===== src/rtl/sayeh_uart_tx_port_pkg.sv =====
// Shared definitions for the SAYEH UART transmit port.
// Covers port addresses, transmitter states and status word layout.
package sayeh_uart_tx_port_pkg;

    localparam logic [7:0] DEF_TX_ADDR   = 8'd2;
    localparam logic [7:0] DEF_STAT_ADDR = 8'd4;

    typedef enum logic [1:0] {
        IDLE  = 2'd0,
        START = 2'd1,
        DATA  = 2'd2,
        STOP  = 2'd3
    } tx_state_t;

    localparam int STAT_BUSY     = 0;
    localparam int STAT_EMPTY    = 1;
    localparam int STAT_FULL     = 2;
    localparam int STAT_OVERFLOW = 3;

    // Packs the flags into the 16-bit word presented on the IO_datain mux.
    function automatic logic [15:0] make_status(
        input logic overflow,
        input logic full,
        input logic empty,
        input logic busy
    );
        logic [15:0] word;
        word                = 16'd0;
        word[STAT_OVERFLOW] = overflow;
        word[STAT_FULL]     = full;
        word[STAT_EMPTY]    = empty;
        word[STAT_BUSY]     = busy;
        return word;
    endfunction

endpackage


===== src/rtl/sayeh_sync_fifo.sv =====
// Single-clock byte FIFO with first-word fall-through read data.
// A push into a full FIFO is still accepted when a pop happens on the same edge.
module sayeh_sync_fifo #(
    parameter int WIDTH = 8,
    parameter int DEPTH = 8
) (
    input  logic                       clk,
    input  logic                       Reset,
    input  logic                       push,
    input  logic                       pop,
    input  logic [WIDTH-1:0]           din,
    output logic [WIDTH-1:0]           dout,
    output logic                       full,
    output logic                       empty,
    output logic [$clog2(DEPTH+1)-1:0] count
);

    localparam int PW = $clog2(DEPTH);
    localparam int CW = $clog2(DEPTH+1);

    logic [WIDTH-1:0] mem [DEPTH];
    logic [PW-1:0]    wr_ptr;
    logic [PW-1:0]    rd_ptr;
    logic             do_push;
    logic             do_pop;

    assign full    = (count == CW'(DEPTH));
    assign empty   = (count == '0);
    assign do_pop  = pop && !empty;
    assign do_push = push && (!full || do_pop);
    assign dout    = mem[rd_ptr];

    // DEPTH is a power of two, so the pointers wrap by natural overflow.
    always_ff @(posedge clk or posedge Reset) begin
        if (Reset) begin
            wr_ptr <= '0;
            rd_ptr <= '0;
            count  <= '0;
        end else begin
            if (do_push) wr_ptr <= wr_ptr + 1'b1;
            if (do_pop)  rd_ptr <= rd_ptr + 1'b1;
            case ({do_push, do_pop})
                2'b10:   count <= count + 1'b1;
                2'b01:   count <= count - 1'b1;
                default: count <= count;
            endcase
        end
    end

    always_ff @(posedge clk) begin
        if (do_push) mem[wr_ptr] <= din;
    end

endmodule


===== src/rtl/sayeh_uart_tx_port.sv =====
// SAYEH I/O-bus UART transmitter: queues bytes written to TX_ADDR and sends them 8N1 on tx.
// Flags are readable at STAT_ADDR; overflow is sticky until that read.
module sayeh_uart_tx_port
    import sayeh_uart_tx_port_pkg::*;
#(
    parameter int         CLKS_PER_BIT = 43,
    parameter int         FIFO_DEPTH   = 8,
    parameter logic [7:0] TX_ADDR      = DEF_TX_ADDR,
    parameter logic [7:0] STAT_ADDR    = DEF_STAT_ADDR
) (
    input  logic        clk,
    input  logic        Reset,
    input  logic        WriteIO,
    input  logic        ReadIO,
    input  logic [7:0]  portadress,
    input  logic [15:0] aluout,
    output logic [15:0] IO_status,
    output logic        tx,
    output logic        busy
);

    localparam int BW = (CLKS_PER_BIT > 1) ? $clog2(CLKS_PER_BIT) : 1;
    localparam logic [BW-1:0] BAUD_LAST = BW'(CLKS_PER_BIT - 1);

    tx_state_t       state;
    logic [BW-1:0]   baudcnt;
    logic [2:0]      bitcnt;
    logic [7:0]      shreg;
    logic            overflow;

    logic            push_req;
    logic            stat_read;
    logic            pop;
    logic            overflow_evt;
    logic            bit_end;
    logic [7:0]      fifo_dout;
    logic            fifo_full;
    logic            fifo_empty;
    logic [$clog2(FIFO_DEPTH+1)-1:0] fifo_count_unused;
    logic            aluout_hi_unused;

    assign push_req         = WriteIO && (portadress == TX_ADDR);
    assign stat_read        = ReadIO && (portadress == STAT_ADDR);
    assign pop              = (state == IDLE) && !fifo_empty;
    assign overflow_evt     = push_req && fifo_full && !pop;
    assign bit_end          = (baudcnt == BAUD_LAST);
    assign aluout_hi_unused = ^aluout[15:8];

    sayeh_sync_fifo #(
        .WIDTH (8),
        .DEPTH (FIFO_DEPTH)
    ) u_fifo (
        .clk   (clk),
        .Reset (Reset),
        .push  (push_req),
        .pop   (pop),
        .din   (aluout[7:0]),
        .dout  (fifo_dout),
        .full  (fifo_full),
        .empty (fifo_empty),
        .count (fifo_count_unused)
    );

    // Frame sequencer; the line is driven straight from this register, so tx never glitches.
    always_ff @(posedge clk or posedge Reset) begin
        if (Reset) begin
            state   <= IDLE;
            tx      <= 1'b1;
            busy    <= 1'b0;
            shreg   <= 8'd0;
            bitcnt  <= 3'd0;
            baudcnt <= '0;
        end else begin
            case (state)
                IDLE: begin
                    if (!fifo_empty) begin
                        shreg   <= fifo_dout;
                        tx      <= 1'b0;
                        bitcnt  <= 3'd0;
                        baudcnt <= '0;
                        busy    <= 1'b1;
                        state   <= START;
                    end
                end
                START: begin
                    if (bit_end) begin
                        baudcnt <= '0;
                        tx      <= shreg[0];
                        state   <= DATA;
                    end else begin
                        baudcnt <= baudcnt + 1'b1;
                    end
                end
                DATA: begin
                    if (bit_end) begin
                        baudcnt <= '0;
                        if (bitcnt == 3'd7) begin
                            tx    <= 1'b1;
                            state <= STOP;
                        end else begin
                            shreg  <= shreg >> 1;
                            tx     <= shreg[1];
                            bitcnt <= bitcnt + 1'b1;
                        end
                    end else begin
                        baudcnt <= baudcnt + 1'b1;
                    end
                end
                STOP: begin
                    if (bit_end) begin
                        baudcnt <= '0;
                        busy    <= 1'b0;
                        state   <= IDLE;
                    end else begin
                        baudcnt <= baudcnt + 1'b1;
                    end
                end
                default: begin
                    state <= IDLE;
                    tx    <= 1'b1;
                    busy  <= 1'b0;
                end
            endcase
        end
    end

    // Status is only non-zero in the cycle after a status read, so it can be OR-ed into IO_datain.
    always_ff @(posedge clk or posedge Reset) begin
        if (Reset) begin
            overflow  <= 1'b0;
            IO_status <= 16'd0;
        end else if (stat_read) begin
            IO_status <= make_status(overflow, fifo_full, fifo_empty, busy);
            overflow  <= overflow_evt;
        end else begin
            IO_status <= 16'd0;
            if (overflow_evt) overflow <= 1'b1;
        end
    end

endmodule


===== config.mk =====
export PLATFORM = sky130hd
export DESIGN_NAME = sayeh_uart_tx_port
export DESIGN_NICKNAME = d
export VERILOG_FILES = /design/src/rtl/sayeh_uart_tx_port_pkg.sv /design/src/rtl/sayeh_sync_fifo.sv /design/src/rtl/sayeh_uart_tx_port.sv
export SDC_FILE = /design/constraint.sdc
export NUM_CORES = 1
export LEC_CHECK = 0
export BUFFER_PORTS_ARGS = -buffer_cell sky130_fd_sc_hd__buf_2
export CAP_MARGIN = 10
export CORE_ASPECT_RATIO = 2
export CORE_MARGIN = 2
export CORE_UTILIZATION = 39
export DETAILED_ROUTE_END_ITERATION = 7
export PLACE_DENSITY = 0.64
export SLEW_MARGIN = 10
export SYNTH_ARGS = -nofsm -noshare
export SYNTH_HDL_FRONTEND = slang
export SYNTH_SLANG_ARGS = --single-unit

===== constraint.sdc =====
create_clock -name clk -period 4.05 [get_ports clk]
set_input_delay 0.2025 -clock clk [delete_from_list [all_inputs] [get_ports clk]]
set_output_delay 0.2025 -clock clk [all_outputs]
set_load 0.01 [all_outputs]

# After elaboration in Yosys (flattened, before gate mapping)
# Memory sizes are Yosys's and may differ from the RTL's.
# Cells that the tools add are included.
# Widths: inputs -> output; s select.
dict set report op_classes {
  n_addsub 6
  eq_ne 16
  mux 31
  reduce_logical 23
}
# op count
set op_table {}
lappend op_table {{$mux 8} 3}
lappend op_table {{$pmux 8 s2} 1}
lappend op_table {{$mux 6} 2}
lappend op_table {{$ne 2x2->1 const B} 6}
lappend op_table {{$pmux 6 s2} 1}
lappend op_table {{$mux 1} 10}
lappend op_table {{$mux 2} 5}
lappend op_table {{$add 3x1->3 const B} 3}
lappend op_table {{$mux 3} 3}
lappend op_table {{$eq 8x2->1 const B} 1}
lappend op_table {{$eq 8x3->1 const B} 1}
lappend op_table {{$pmux 2 s4} 1}
lappend op_table {{$pmux 4 s2} 1}
lappend op_table {{$reduce_and 4->1} 2}
lappend op_table {{$reduce_bool 2->1} 4}
lappend op_table {{$logic_and 1x1->1} 7}
lappend op_table {{$add 6x1->6 const B} 1}
lappend op_table {{$eq 2x2->1 const B} 3}
lappend op_table {{$eq 6x6->1 const B} 1}
lappend op_table {{$pmux 3 s2} 1}
lappend op_table {{$reduce_and 5->1} 1}
lappend op_table {{$add 4x1->4 const B} 1}
lappend op_table {{$eq 2x1->1 const B} 2}
lappend op_table {{$eq 4x4->1 const B} 1}
lappend op_table {{other kinds (12)} 14}
dict set report totals {
  regBits 48
  mem_bits_rw 64
  input_bits 28
  out_inout_bits 18
  memories 1
}
# memory depth word_bits rd rd_ports_with_merged_regs wr line
set mem_list {}
lappend mem_list {u_fifo.mem 8 8 1 0 1 sayeh_sync_fifo.sv:21} ;# logic [WIDTH-1:0] mem [DEPTH];

# Longest topological paths before layout
# Gate-level depths: netlist of run 1.
dict set report logic_depth {
  depth_word 8
  mapped_depth 11
  ltp_nobuf 11
}

# Cells and area by module
# From an unflattened synthesis of run 1, not the netlist that was laid out.
dict set report hier_totals {
  hier_cells 303
  hier_area_um2 4657.0
}
# mod n_inst cells_per_inst area_per_inst_um2 seq_area_each_um2
set modules_own_cells {}
lappend modules_own_cells {sayeh_sync_fifo 1 165 3135.5 2172.1}
lappend modules_own_cells {sayeh_uart_tx_port 1 138 1521.5 651.9}

# Worst setup path before layout of run 1
# Ideal clock, no wire load.
dict set report synth_path {
  path_kind {register to register}
  from {reg state[0]}
  to {mem u_fifo.mem[0][0], enable pin}
  setup_time_ns 0.383
  arrival_time_ns 2.117
  t_required_ns 3.667
  setup_slack_ns 1.550
  path_stages_with_launch 7
  period_less_slack_ns 2.500
  cell_sequence {dfrtp_1 > inv_1 > ha_1 > clkbuf_1 > nor2_1 > or3_4 > nor3_1}
}
dict set report synth_via {
  elab_chain_cells 7
}
# element line
set synth_lines {}
lappend synth_lines {{start, declared} sayeh_uart_tx_port.sv:25} ;# tx_state_t state;
lappend synth_lines {{start signal, assigned} sayeh_uart_tx_port.sv:67} ;# state <= IDLE;
lappend synth_lines {{start signal, assigned} sayeh_uart_tx_port.sv:82} ;# state <= START;
lappend synth_lines {{start signal, assigned} sayeh_uart_tx_port.sv:89} ;# state <= DATA;
lappend synth_lines {{$logic_not 2->1} sayeh_uart_tx_port.sv:44} ;# assign pop = (state == IDLE) && !fifo_empty;
lappend synth_lines {{$logic_and 1x1->1} sayeh_uart_tx_port.sv:44}
lappend synth_lines {{$logic_and 1x1->1} sayeh_sync_fifo.sv:29} ;# assign do_pop = pop && !empty;
lappend synth_lines {{$logic_or 1x1->1} sayeh_sync_fifo.sv:30} ;# assign do_push = push && (!full || do_pop);
lappend synth_lines {{$logic_and 1x1->1} sayeh_sync_fifo.sv:30}
lappend synth_lines {{$mux 1} sayeh_sync_fifo.sv:51} ;# if (do_push) mem[wr_ptr] <= din;
lappend synth_lines {{$mux 1 (not written as such)} sayeh_sync_fifo.sv:51}
lappend synth_lines {{end, declared} sayeh_sync_fifo.sv:21}
# Every way passes these cells.

# Final worst setup path of run 1
dict set report layout_path {
  from {reg state[0]}
  to {reg u_fifo.count[3]}
}
dict set report layout_via {
  elab_chain_cells 7
}
# element line
set layout_lines {}
lappend layout_lines {{$logic_not 2->1 (*)} sayeh_uart_tx_port.sv:44}
lappend layout_lines {{$logic_and 1x1->1 (*)} sayeh_uart_tx_port.sv:44}
lappend layout_lines {{$logic_and 1x1->1 (*)} sayeh_sync_fifo.sv:29}
lappend layout_lines {{$logic_or 1x1->1} sayeh_sync_fifo.sv:30}
lappend layout_lines {{$logic_and 1x1->1} sayeh_sync_fifo.sv:30}
lappend layout_lines {{$eq 2x1->1 / $eq 2x2->1 (equally long branches)} sayeh_sync_fifo.sv:42} ;# case ({do_push, do_pop})
lappend layout_lines {{$pmux 4 s2 / $reduce_bool 2->1 (equally long branches)} --}
lappend layout_lines {{end signal, assigned} sayeh_sync_fifo.sv:43} ;# 2'b10: count <= count + 1'b1;
lappend layout_lines {{end signal, assigned} sayeh_sync_fifo.sv:44} ;# 2'b01: count <= count - 1'b1;
lappend layout_lines {{end signal, assigned} sayeh_sync_fifo.sv:45} ;# default: count <= count;
lappend layout_lines {{end, declared} sayeh_sync_fifo.sv:15} ;# output logic [$clog2(DEPTH+1)-1:0] count
# Mark *: on every way between the ends. The rest lies on a longest branch, timed or not.
# A chain may end at the register's enable or synchronous reset.

==> impl_metrics.csv, run 1 <==
group,metric,value,unit
run_status,status,"finished clean",
final_layout,n_antenna_cell,0,
pwr,p_total,1920,uW
worst_setup_path,r2r_slack,1.11,ns
worst_setup_path,cp-end-kind,"register",
yosys,synth_area_leaders,"edfxtp_1 (42%), dfrtp_1 (19%), mux4_2 (7.9%)",
yosys,synth_top_area_share,0.420,
final_layout,layout-drive-gt1-share,0.227,
yosys,synth.largest_area_cell,"edfxtp_1",
clocking,clkTransAtPathRegs,0.07,ns
yosys,syn_avg_cell_area,14.3,um2
pwr,p_leak,0.00191,uW
routing,postRouteAntennaNets,0,
global_route,grt_max_degree,37,
worst_setup_path,crit_start,"state[0]",
global_route,antenna_found_initial,0,
placement,portBuffers,25,
global_route,grt_pass1_wl,13.0,mm
yosys,yosysWarnings,0,
worst_setup_path,arrival,3.21,ns
routing,drc,0,
final_layout,nFillCells,1029,
worst_setup_path,timing.rr.end,"u_fifo.count[3]",
clocking,clock_sinks,100,
timing,fin_setup_tns,0,ns
yosys,ys_types,51,
yosys,synthArstFlopShare,0.360,
yosys,ys_ff_latch,100,
clocking,cts_setup_buffers,0,
yosys,synth_flop_cell,"edfxtp_1",
clocking,cts_root_buffer,"clkbuf_16",
global_route,grt_overflow,0,
timing,worst_slew_pin_slew,1.13,ns
timing,setup_violations,0,
timing,period_minus_slack,2.94,ns
clocking,numCtsBuffers,9,
timing,max_slew_margin,0.250,
pwr,irDropWorstVdd,0.000278,V
timing,finalMaxSlewViolations,0,
final_layout,seqCellArea,2820,um2
clocking,clk_latency,0.34,ns
final_layout,syn_to_final_growth,10.9,%
routing,wl_per_cell,16.2,um
routing,vias_per_cell,5.19,
yosys,synth_edf_count,64,
timing,finalHoldViolations,0,
die,std_cell_rows,56,
global_route,grt_pass1_vias,2455,
die,initial_utilization,0.396,
die,ioPinCount,46,
pwr,powerDensity,379,nW/um2
placement,hpwl,5.30,mm
clocking,tritoncts,"yes",
min_path,hold_class,"input pin to register",
worst_setup_path,crit_fanout,12,
worst_setup_path,worst_setup_path_start_kind,"register",
timing,layout_worst_path_cycle_share,0.725,
die,core,11600,um2
die,die_w,80.6,um
die,die_y,157,um
clocking,cts.htree.levels,3,
timing,rsz0062_at_grt,"false",
clocking,cts.path.max_buffers,2,
final_layout,final_nets,391,
yosys,ys_seq_area_frac,0.617,
worst_setup_path,worstPathRequired,4.33,ns
routing,first_iter_violations,216,
timing,finalClockSkew,0.00650,ns
final_layout,finalInstanceArea,5080,um2
routing,finalWirelength,8.08,mm
timing,fmax,0.341,GHz
run,cap_violations,0,
worst_setup_path,crit_type,"register to register",
routing,first_pass_iters,5,
worst_setup_path,crit_path_end,"u_fifo.count[3]",
global_route,grt_use_total,0.138,
final_layout,multiInputGateArea,1580,um2
placement,gp_congestion,0.766,
die,die_area,12700,um2
placement,place_area,4790,um2
min_path,min_path_cells,1,
yosys,synth_area,4580,um2
min_path,worstHoldStart,"aluout[1]",
worst_setup_path,r2r_cells,11,
yosys,netlist_instances,321,
worst_setup_path,r2r-start,"state[0]",
routing,vias,2583,
## metrics by stage
step | hold WS, ns | util | worst slack, ns | cells
5_1_grt | 0.134 | 0.439 | 0.825 | 498
2_1_floorplan | 0.301 | - | 1.55 | 332
6_report | 0.123 | 0.439 | 1.11 | 498
3_5_place_dp | 0.344 | 0.414 | 1.11 | 481
4_1_cts | 0.113 | 0.439 | 1.09 | 498
3_3_place_gp | 0.334 | 0.414 | 1.19 | 481
## report_power, final
| part | total (uW) | switching, uW | internal (uW) |
|---|---|---|---|
| clock | 796 | 373 | 423 |
| combinational | 35.7 | 24.8 | 10.9 |
| sequential | 1090 | 3.51 | 1090 |
| total | 1920 | 402 | 1520 |
## flip-flops by register name, indices dropped and copies added (netlist names)
name	count
state	2
u_fifo.wr_ptr	3
shreg	8
u_fifo.rd_ptr	3
baudcnt	6
u_fifo.mem	64
u_fifo.count	4
IO_status	4
bitcnt	3
tx	1
busy	1
overflow	1
## Yosys cell counts (7+ instances only)
master and n:
o21ai_0 30, nand3_1 7, buf_4 13, ha_1 14
dfrtp_1 35, mux2i_1 9, nor2_1 18, edfxtp_1 64
nand2_1 19, inv_1 13, mux2_2 9, mux4_2 16
## per-layer routing
layer	track usage	up-vias	share of wire
met5	0	-	0
met4	0.0557	0	0.018
met3	0.0292	11	0.040
met2	0.217	58	0.51
met1	0.186	1286	0.44
li1	-	1228	-
## critical path, cell delays in order (launching register included)
cell	delay [ns]
dfrtp_1	0.42
inv_1	0.16
ha_1	0.52
inv_1	0.18
nor2_1	0.24
nand2_1	0.14
inv_1	0.10
ha_1	0.23
a21o_1	0.17
a21o_1	0.21
or4_1	0.40
nand4_1	0.10
## layout by cell type (no fill, tap or decap), drive strengths merged, types with 4 or more instances in the layout
cell type and count:
nand4 4, ha 14, inv 16, conb 12
edfxtp 64, mux2i 9, buf 28, xnor2 6
dfrtp 35, nand3 7, nand2 19, nor2 19
o21ai 31, clkbuf 10, a21oi 4, mux2 11
mux4 16
## how the worst min path moves through the flow
stage,end,slack [ns]
finish,u_fifo.mem[5][1],0.12
detailed placement,u_fifo.wr_ptr[1],0.34
floorplan,u_fifo.mem[0][0],0.30
CTS,u_fifo.mem[0][5],0.11
global placement,u_fifo.wr_ptr[1],0.33
global route,u_fifo.mem[7][0],0.13
## cells by family (layout without fill, tap and decap cells)
kind of cell / after synthesis / after routing / share of synthesized area
other: 1 / 12 / 0.000819
AOI/OAI and AO/OA: 51 / 51 / 0.0714
xor gates and xnor gates: 6 / 6 / 0.0115
buffers and inverters: 38 / 59 / 0.0459
muxes: 36 / 36 / 0.127
adders and majority gates: 15 / 15 / 0.0426
and+or+nand+nor: 74 / 74 / 0.0837
DFF: 100 / 100 / 0.617
## repair_timing
action,CTS,global route
gates resized for setup,0,0
hold buffers,1,0
setup endpoints to repair,0,0
endpoints found under the hold margin,35,0
## area by class of cell
class                      instances  area share
clock buffer                      10      0.0451
timing repair buffer              29      0.0310
tap                              145      0.0357
inverter                          14      0.0103
clock inverter                     6     0.00961
multi-input combinational        194       0.312
sequential                       100       0.556
(Power assumes the default switching activity.)
==> inputs of run 2 (changes only) <==
--- a/config.mk
+++ b/config.mk
@@ -11,7 +11,7 @@
 export CORE_MARGIN = 2
 export CORE_UTILIZATION = 39
 export DETAILED_ROUTE_END_ITERATION = 7
-export PLACE_DENSITY = 0.64
+export PLACE_DENSITY = 0.66
 export SLEW_MARGIN = 10
 export SYNTH_ARGS = -nofsm -noshare
 export SYNTH_HDL_FRONTEND = slang
==> constraint.sdc (replaced) <==
create_clock -name clk -period 2.4 [get_ports clk]
set_input_delay 0.12 -clock clk [delete_from_list [all_inputs] [get_ports clk]]
set_output_delay 0.12 -clock clk [all_outputs]
set_load 0.01 [all_outputs]
==> run 2 against run 1 <==
Net effect: via count up 2.4%; clock skew decreased by 0.0024 ns; register-to-register slack got worse by 0.99 ns; count of clock-buffer cells in the layout unchanged; non-clock buffer count is 23 higher; final cell count is 4.6% higher; final area is 4.9% higher.
==> impl_metrics.csv, run 2 (synthesis results as in run 1) <==
group,metric,value,unit
run_status,status,"finished clean",
timing,fin_setup_tns,0,ns
final_layout,largest_reg_flops,64,
global_route,grt_pass1_vias,2596,
routing,vias_per_cell,5.08,
final_layout,final_nets,414,
final_layout,top_register,"u_fifo.mem",
worst_setup_path,worstPathRequired,2.68,ns
pwr,switchingPower,682,uW
worst_setup_path,cp-end-kind,"register",
routing,drc,0,
clocking,cts_root_buffer,"clkbuf_16",
placement,portBuffers,25,
final_layout,final_common_cell,"edfxtp_1",
clocking,cts.path.max_buffers,2,
die,die_y,157,um
global_route,antenna_found_initial,0,
placement,hpwl,5.74,mm
pwr,pwr-share-clk,0.450,
global_route,grt_overflow,0,
timing,finalMaxSlewViolations,0,
global_route,grt_pass1_wl,13.6,mm
clocking,clk_latency,0.34,ns
pwr,p_leak,0.00207,uW
die,std_cell_rows,56,
worst_setup_path,r2r-start,"u_fifo.count[0]",
run,cap_violations,0,
routing,first_pass_iters,4,
clocking,clkTransAtPathRegs,0.07,ns
timing,layout_worst_path_cycle_share,0.948,
timing,setup_violations,0,
timing,worst_slew_pin_slew,0.884,ns
placement,dp_cells,503,
timing,holdWs,0.0420,ns
placement,gp_congestion,0.841,
final_layout,biggestRegsByFlops,"u_fifo.mem: 64 flops, shreg: 8 flops, baudcnt: 6 flops",
final_layout,seqCellArea,2820,um2
min_path,worstHoldStart,"aluout[6]",
die,initial_utilization,0.396,
clocking,cts.htree.levels,3,
placement,pre_cts_ws,-0.00421,ns
final_layout,nFillCells,1043,
worst_setup_path,arrival,2.56,ns
timing,finalClockSkew,0.00409,ns
pwr,irDropWorstVdd,0.000447,V
worst_setup_path,r2r_slack,0.12,ns
routing,finalWirelength,8.36,mm
final_layout,n_antenna_cell,0,
routing,postRouteAntennaNets,0,
worst_setup_path,crit_start,"u_fifo.count[0]",
worst_setup_path,worst_setup_path_start_kind,"register",
routing,first_iter_violations,203,
min_path,hold_class,"input pin to register",
pwr,p_int,2790,uW
final_layout,layout-drive-gt1-share,0.285,
routing,wl_per_cell,16.1,um
clocking,numCtsBuffers,9,
worst_setup_path,crit_fanout,4,
global_route,grt_max_degree,37,
final_layout,multiInputGateArea,1600,um2
timing,fmax,0.439,GHz
timing,post-route-worst-setup-slack,0.124,ns
final_layout,final_cells,521,
routing,vias,2645,
die,ioPinCount,46,
pwr,netSwitchingFraction,0.197,
pwr,powerDensity,651,nW/um2
clocking,tritoncts,"yes",
die,die_w,80.6,um
final_layout,syn_to_final_growth,16.3,%
pwr,p_comb_frac,0.019,
timing,period_minus_slack,2.28,ns
global_route,grt_use_total,0.145,
timing,max_slew_margin,0.408,
die,die_area,12700,um2
pwr,seqPwrFrac,0.531,
die,core,11600,um2
final_layout,final_cell_mix,"edfxtp_1 (64), dfrtp_1 (35), o21ai_0 (30)",
worst_setup_path,crit_type,"register to register",
clocking,clock_sinks,100,
timing,finalHoldViolations,0,
[run 2: routing by layer]
metal | up-vias | share of wire | global-route usage
li1 | 1271 | - | -
met1 | 1319 | 0.46 | 0.198
met2 | 43 | 0.49 | 0.228
met3 | 12 | 0.030 | 0.0247
met4 | 0 | 0.019 | 0.0605
met5 | - | 0 | 0
[run 2: worst max-delay path, stage by stage, from the launching register on]
cell and delay (ns):
dfrtp_1 0.39, nor4_2 0.38, nor2_2 0.09, nand2_1 0.11
inv_1 0.07, ha_1 0.27, a21o_1 0.18, a21o_1 0.21
or4_1 0.40, nand4_1 0.10
[run 2: final timing paths]
check	to	cells after the start
max in group asynchronous	tx	4
worst min-delay path	u_fifo.mem[6][6]	1
worst min register to register	overflow	2
min in group asynchronous	u_fifo.wr_ptr[1]	4
worst max register to register	u_fifo.count[3]	9
worst max-delay path	u_fifo.count[3]	9
[run 2: power by group through the flow]
stage | logic, uW | registers, uW | clock network (uW)
6_report | 65.4 | 1840 | 1560
5_1_grt | 76.0 | 1840 | 1660
4_1_cts | 66.7 | 1840 | 1590
3_5_place_dp | 65.7 | 1880 | 0
3_3_place_gp | 64.2 | 1880 | 0
2_1_floorplan | 40.3 | 1880 | 0
[run 2: timing repair]
action / CTS / global route
hold endpoints to repair: 35 / 0
gates resized for setup: 0 / 3
setup endpoints to repair: 0 / 1
hold buffers: 1 / 0
buffers inserted: 0 / 1
[run 2: layout make-up]
| type | instances | share of cell area |
|---|---|---|
| clock inverters | 6 | 0.0176 |
| multi-input cells | 194 | 0.301 |
| clock buffers | 10 | 0.0430 |
| repair buffers | 52 | 0.0644 |
| flip-flops and latches | 100 | 0.530 |
| inverters | 14 | 0.00987 |
| well taps | 145 | 0.0341 |
[run 2: per-stage QoR]
stage	utilization	area [um2]	power, uW
after floorplan	-	4620	1920
after global placement	0.430	4970	1940
after detailed placement	0.430	4970	1940
after CTS	0.459	5310	3500
after global routing	0.460	5320	3580
final	0.460	5320	3470
